## src/rtl/alu_pkg.sv

```systemverilog
// Shared ALU definitions: control encodings, ALUOp encodings and datapath width.
package alu_pkg;

   localparam int XLEN       = 64;
   localparam int ALU_CTRL_W = 4;

   localparam logic [ALU_CTRL_W-1:0] AND_Oper  = 4'b0000;
   localparam logic [ALU_CTRL_W-1:0] OR_Oper   = 4'b0001;
   localparam logic [ALU_CTRL_W-1:0] ADD_Oper  = 4'b0010;
   localparam logic [ALU_CTRL_W-1:0] SRL_Oper  = 4'b0011;
   localparam logic [ALU_CTRL_W-1:0] XOR_Oper  = 4'b0100;
   localparam logic [ALU_CTRL_W-1:0] SLL_Oper  = 4'b0101;
   localparam logic [ALU_CTRL_W-1:0] SUB_Oper  = 4'b0110;
   localparam logic [ALU_CTRL_W-1:0] SRA_Oper  = 4'b0111;
   localparam logic [ALU_CTRL_W-1:0] SLT_Oper  = 4'b1000;
   localparam logic [ALU_CTRL_W-1:0] SLTU_Oper = 4'b1001;

   typedef enum logic [1:0] {
      ALUOP_LS  = 2'b00,
      ALUOP_BR  = 2'b01,
      ALUOP_R   = 2'b10,
      ALUOP_IMM = 2'b11
   } alu_op_e;

endpackage

```

## src/rtl/alu_control_decode.sv

```systemverilog
// Combinational ALUOp/funct3/funct7[5] to 4-bit ALU control decode.
module alu_control_decode
   import alu_pkg::*;
(
   input  logic [1:0] alu_op_i,
   input  logic [2:0] funct3_i,
   input  logic       funct7_b5_i,
   output logic [3:0] alu_control_o
);

   always_comb begin
      alu_control_o = ADD_Oper;
      case (alu_op_e'(alu_op_i))
         ALUOP_LS: alu_control_o = ADD_Oper;
         ALUOP_BR: alu_control_o = SUB_Oper;
         default: begin
            case (funct3_i)
               // Immediate forms have no SUBI, so bit 30 only selects SUB for R-type
               3'b000:  alu_control_o = (alu_op_e'(alu_op_i) == ALUOP_R && funct7_b5_i) ? SUB_Oper : ADD_Oper;
               3'b001:  alu_control_o = SLL_Oper;
               3'b010:  alu_control_o = SLT_Oper;
               3'b011:  alu_control_o = SLTU_Oper;
               3'b100:  alu_control_o = XOR_Oper;
               3'b101:  alu_control_o = funct7_b5_i ? SRA_Oper : SRL_Oper;
               3'b110:  alu_control_o = OR_Oper;
               default: alu_control_o = AND_Oper;
            endcase
         end
      endcase
   end

endmodule

```

## src/rtl/id_ex_alu_issue.sv

```systemverilog
// ID/EX pipeline register with ALU control decode, operand forwarding and load-use detection.
module id_ex_alu_issue #(
   parameter int XLEN       = 64,
   parameter int REG_ADDR_W = 5
) (
   input  logic                  clk,
   input  logic                  reset,
   input  logic                  id_valid,
   input  logic [REG_ADDR_W-1:0] id_rs1,
   input  logic [REG_ADDR_W-1:0] id_rs2,
   input  logic [REG_ADDR_W-1:0] id_rd,
   input  logic [XLEN-1:0]       id_rs1_data,
   input  logic [XLEN-1:0]       id_rs2_data,
   input  logic [XLEN-1:0]       id_imm,
   input  logic [1:0]            id_alu_op,
   input  logic                  id_alu_src,
   input  logic [2:0]            id_funct3,
   input  logic                  id_funct7_b5,
   input  logic                  id_reg_write,
   input  logic                  id_mem_read,
   input  logic                  ex_hold,
   input  logic                  flush,
   input  logic [REG_ADDR_W-1:0] ex_mem_rd,
   input  logic [REG_ADDR_W-1:0] mem_wb_rd,
   input  logic                  ex_mem_reg_write,
   input  logic                  mem_wb_reg_write,
   input  logic [XLEN-1:0]       ex_mem_result,
   input  logic [XLEN-1:0]       mem_wb_result,
   output logic                  load_use_stall,
   output logic                  ex_valid,
   output logic                  ex_reg_write,
   output logic                  ex_mem_read,
   output logic [REG_ADDR_W-1:0] ex_rd,
   output logic [XLEN-1:0]       alu_in1,
   output logic [XLEN-1:0]       alu_in2,
   output logic [3:0]            alu_control,
   output logic [XLEN-1:0]       ex_store_data
);

   import alu_pkg::*;

   logic                  valid_q, valid_d;
   logic                  regWrite_q, regWrite_d;
   logic                  memRead_q, memRead_d;
   logic                  aluSrc_q, aluSrc_d;
   logic [REG_ADDR_W-1:0] rd_q, rd_d, rs1_q, rs1_d, rs2_q, rs2_d;
   logic [XLEN-1:0]       rs1Data_q, rs1Data_d, rs2Data_q, rs2Data_d, imm_q, imm_d;
   logic [3:0]            control_q, control_d;
   logic [3:0]            decodedControl;
   logic [XLEN-1:0]       fwdRs1, fwdRs2;

   alu_control_decode u_decode (
      .alu_op_i      (id_alu_op),
      .funct3_i      (id_funct3),
      .funct7_b5_i   (id_funct7_b5),
      .alu_control_o (decodedControl)
   );

   // Conservative: rs2 is compared even for instructions that never read it
   assign load_use_stall = id_valid & valid_q & memRead_q & (rd_q != '0) &
                           ((rd_q == id_rs1) | (rd_q == id_rs2));

   always_comb begin
      valid_d    = valid_q;
      regWrite_d = regWrite_q;
      memRead_d  = memRead_q;
      aluSrc_d   = aluSrc_q;
      rd_d       = rd_q;
      rs1_d      = rs1_q;
      rs2_d      = rs2_q;
      rs1Data_d  = rs1Data_q;
      rs2Data_d  = rs2Data_q;
      imm_d      = imm_q;
      control_d  = control_q;
      // Flush overrides hold so a redirect can never leave a stale instruction in EX
      if (flush || (!ex_hold && load_use_stall)) begin
         valid_d    = 1'b0;
         regWrite_d = 1'b0;
         memRead_d  = 1'b0;
         aluSrc_d   = 1'b0;
         rd_d       = '0;
         rs1_d      = '0;
         rs2_d      = '0;
         rs1Data_d  = '0;
         rs2Data_d  = '0;
         imm_d      = '0;
         control_d  = AND_Oper;
      end else if (!ex_hold) begin
         valid_d    = id_valid;
         regWrite_d = id_valid & id_reg_write;
         memRead_d  = id_valid & id_mem_read;
         aluSrc_d   = id_alu_src;
         rd_d       = id_rd;
         rs1_d      = id_rs1;
         rs2_d      = id_rs2;
         rs1Data_d  = id_rs1_data;
         rs2Data_d  = id_rs2_data;
         imm_d      = id_imm;
         control_d  = decodedControl;
      end
   end

   always_ff @(posedge clk) begin
      if (reset) begin
         valid_q    <= 1'b0;
         regWrite_q <= 1'b0;
         memRead_q  <= 1'b0;
         aluSrc_q   <= 1'b0;
         rd_q       <= '0;
         rs1_q      <= '0;
         rs2_q      <= '0;
         rs1Data_q  <= '0;
         rs2Data_q  <= '0;
         imm_q      <= '0;
         control_q  <= AND_Oper;
      end else begin
         valid_q    <= valid_d;
         regWrite_q <= regWrite_d;
         memRead_q  <= memRead_d;
         aluSrc_q   <= aluSrc_d;
         rd_q       <= rd_d;
         rs1_q      <= rs1_d;
         rs2_q      <= rs2_d;
         rs1Data_q  <= rs1Data_d;
         rs2Data_q  <= rs2Data_d;
         imm_q      <= imm_d;
         control_q  <= control_d;
      end
   end

   // EX/MEM is the younger result, so it wins; x0 is never forwarded
   always_comb begin
      fwdRs1 = rs1Data_q;
      if (ex_mem_reg_write && (ex_mem_rd != '0) && (ex_mem_rd == rs1_q))
         fwdRs1 = ex_mem_result;
      else if (mem_wb_reg_write && (mem_wb_rd != '0) && (mem_wb_rd == rs1_q))
         fwdRs1 = mem_wb_result;
   end

   always_comb begin
      fwdRs2 = rs2Data_q;
      if (ex_mem_reg_write && (ex_mem_rd != '0) && (ex_mem_rd == rs2_q))
         fwdRs2 = ex_mem_result;
      else if (mem_wb_reg_write && (mem_wb_rd != '0) && (mem_wb_rd == rs2_q))
         fwdRs2 = mem_wb_result;
   end

   assign ex_valid      = valid_q;
   assign ex_reg_write  = regWrite_q;
   assign ex_mem_read   = memRead_q;
   assign ex_rd         = rd_q;
   assign alu_control   = control_q;
   assign alu_in1       = fwdRs1;
   assign alu_in2       = aluSrc_q ? imm_q : fwdRs2;
   assign ex_store_data = fwdRs2;

endmodule

```

## config.mk

```make
export PLATFORM = sky130hd
export DESIGN_NAME = id_ex_alu_issue
export DESIGN_NICKNAME = d
export VERILOG_FILES = /design/src/rtl/alu_pkg.sv /design/src/rtl/alu_control_decode.sv /design/src/rtl/id_ex_alu_issue.sv
export SDC_FILE = /design/constraint.sdc
export NUM_CORES = 1
export LEC_CHECK = 0
export CAP_MARGIN = 20
export CORE_AREA = 2 2 218 220
export DETAILED_ROUTE_END_ITERATION = 16
export DIE_AREA = 0 0 220 222
export GPL_ROUTABILITY_DRIVEN = 1
export PLACE_DENSITY = 0.61
export SLEW_MARGIN = 20
export SYNTH_ARGS = -nofsm -noshare
export SYNTH_HDL_FRONTEND = slang
export SYNTH_SLANG_ARGS = --single-unit
```

## constraint.sdc

```tcl
create_clock -name clk -period 2.4 [get_ports clk]
set_clock_uncertainty 0.1 [all_clocks]
set_input_delay 0.48 -clock clk [delete_from_list [all_inputs] [get_ports clk]]
set_output_delay 0.48 -clock clk [all_outputs]
set_load 0.05 [all_outputs]
```

==> impl_metrics.toml <==
[yosys]
synth_top_family_by_area = "compound AO/OA/AOI/OAI gates"
yosys-top-cells-area = "dfxtp_1 (38%), a22o_1 (17%), mux2_2 (5.9%), mux2i_1 (5.7%), o31ai_1 (4.3%)"
synthMuxAreaShare_pct = 12.2
synth-edff-count = 0
netlist_area_sq_um = 11200
yosysTopAreaCellShare_pct = 38.5
ys.warnings.count = 0
synth_simple_gate_area_share_pct = 12.8
syn_area_per_cell_sq_um = 9.26
synth_compound_area_share_pct = 28.3
synthesis.nets = 1568
netlist_instances = 1207
synth_common_cells = "dfxtp_1 (215), a22o_1 (211), clkbuf_1 (95)"
synth_ff_type = "dfxtp_1"
synth_seq_cells = 215
synthArstFlopShare_pct = 0
synthXorXnorAreaFrac_pct = 2.51
ys_seq_area_share_pct = 38.5
ys_types = 35
synth.most_common_cell = "dfxtp_1"
yosysTopAreaCell = "dfxtp_1"
synthAdderAreaFrac_pct = 0

[global_routing]
grt_first_pass_wirelength_microns = 100000
grt_max_degree = 55
overflow = 0
grt_pass1_vias = 15200
grt_usage_pct = 27.1
antenna_found_initial = 9

[floorplanning]
fp.dieH_microns = 222
fp.dieW_microns = 220
core_sq_um = 46300
pin_count = 566
std_cell_rows = 79
die-area_sq_um = 48800
initial_utilization_pct = 24.2

[run_status]
violations = "setup timing"
status = "finished, violations left"

[detailed_routing]
avgViaCountPerCell = 5.46
met1_length_microns = 27100
highest_layer = "met5"
vias = 14200
wl_met3_microns = 4800
wl_per_cell_microns = 26.9
drc = 0
drtAntennaViolNets = 0
drtIter0Drc = 948
drt_first_pass_iters = 5
wirelength_microns = 70100
met2_length_microns = 35200

[placement]
place_area_sq_um = 21500
dpl.hpwl_microns = 44900
dpl.cell_count = 2481
port_buffers = 565
gp_congestion = 0.900

[critical_path]
worstPathMaxFanout = 14
cp.required_ns = 1.82
cp.arrival_ns = 2.67
reg2reg_from = "ex_rd[2]"
reg2reg_depth = 9
cp-startpoint = "rs2_q[1]"
end_kind = "primary output"
start_kind = "register"
crit_type = "register to primary output"

[layout]
drive_gt1_share_pct = 50.6
nets = 2329
area_delta_synth_final_pct = 141
fillerInstances = 3636
finalNonFillerCells = 2602
final_cell_area_sq_um = 26900

[clock_network]
root_buffer = "clkbuf_16"
cts_tree = "yes"
cts_max_level = 1
cts_buffer_depth = 3
clk_pin_slew_ns = 0.06
clock_sinks = 215
clk-insertion-delay-late_ns = 0.56
cts_made_buffers = 29

[power]
p_total_w = 0.0123
p_leak_nw = 10.0
power_density_nw_per_um2 = 457
ir_drop_mv = 0.490

[hold_path]
worstHoldStart = "id_rs1[3]"
whs_path_depth = 3
hp-class = "primary input to register"

[flow_run]
max_cap_viol_count = 0

[timing]
fmax_ghz = 0.308
setup_ws_ns = -0.849
hold_viol_final = 0
worstMarginPinSlew_ns = 0.613
max-slew-margin-rel_pct = 59.1
period_needed_ns = 3.25
post-route-period-util_pct = 135
maxSlewViolCount = 0
setup_violations = 192
grt_setup_unrepaired = "yes"
[flip-flops by register name, summed over array words and instances (netlist names)]
| register | count |
|---|---|
| imm_q | 64 |
| rs1Data_q | 64 |
| rs2Data_q | 64 |
| ex_rd | 5 |
| rs1_q | 5 |
| rs2_q | 5 |
| alu_control | 4 |
| aluSrc_q | 1 |
| ex_mem_read | 1 |
| ex_reg_write | 1 |
| ex_valid | 1 |
[critical path, cell delays in order, from the launching register on]
cell and delay, ns:
dfxtp_2 0.34, xor2_1 0.19, or2_4 0.38, buf_12 0.20
o31ai_2 0.37, a31oi_4 0.14, mux2_4 0.29, buf_4 0.19
[what timing repair did]
action,in CTS,in global routing
setup endpoints to repair,198,195
pin swaps,55,45
resized for setup,595,147
gates cloned,29,6
hold buffers,0,0
buffers inserted,30,10
[power by group]
| part | switching, W | internal, W | total (W) |
|---|---|---|---|
| combinational | 0.00195 | 0.00197 | 0.00392 |
| clock | 0.00180 | 0.00280 | 0.00460 |
| sequential | 0.000109 | 0.00369 | 0.00379 |
[cells in the final DEF, fill, tap and decap left out, types with 61 or more instances in the layout]
master / count
mux2i_4: 61
buf_12: 102
buf_6: 142
a31oi_4: 64
buf_8: 65
mux2_4: 64
buf_4: 156
dfxtp_1: 203
a22o_1: 211
nand4_1: 66
a21oi_4: 64
clkdlybuf4s50_1: 353
[layout make-up]
class / instances / area (sq um) / area share, %
Clock inverter: 9 / 126 / 0.469
Multi-Input combinational cell: 846 / 10200 / 37.9
Clock buffer: 43 / 868 / 3.23
Timing Repair Buffer: 876 / 10600 / 39.4
Tap cell: 607 / 759 / 2.82
Antenna cell: 6 / 15.0 / 0.0558
Sequential cell: 215 / 4340 / 16.1
[routing by layer]
metal	up-vias	track usage [%]
met5	-	0
met4	4	11.2
met3	181	5.91
met2	696	47.0
met1	7058	32.2
li1	6280	-
[through the flow]
stage / setup WS (ns) / utilization, % / hold WS (ns) / TNS (ns)
2_1_floorplan: -0.679 / - / 0.338 / -52.91
6_report: -0.849 / 58.2 / 0.245 / -136.33
5_1_grt: -0.901 / 58.2 / 0.261 / -149.29
3_3_place_gp: -1.19 / 46.5 / 0.352 / -229.92
4_1_cts: -0.824 / 56.4 / 0.377 / -136.80
3_5_place_dp: -1.20 / 46.5 / 0.354 / -245.08
[kinds of logic (layout without fill, tap and decap cells)]
kind of cell / after synthesis / count (layout)
multiplexers: 128 / 128
XOR/XNOR: 32 / 32
buffers and inverters: 146 / 928
AO/OA/AOI/OAI: 416 / 416
AND/OR/NAND/NOR: 270 / 270
other: 0 / 6
flip-flops: 215 / 215
[path summary, 6_finish.rpt]
check / to / slack (ns)
setup reg to reg: imm_q[24] / 0.12
hold / removal: rs1_q[3] / 0.24
hold reg to reg: imm_q[37] / 0.38
setup / recovery: alu_in2[56] / -0.85
Power figures use the tool's default switching activity.
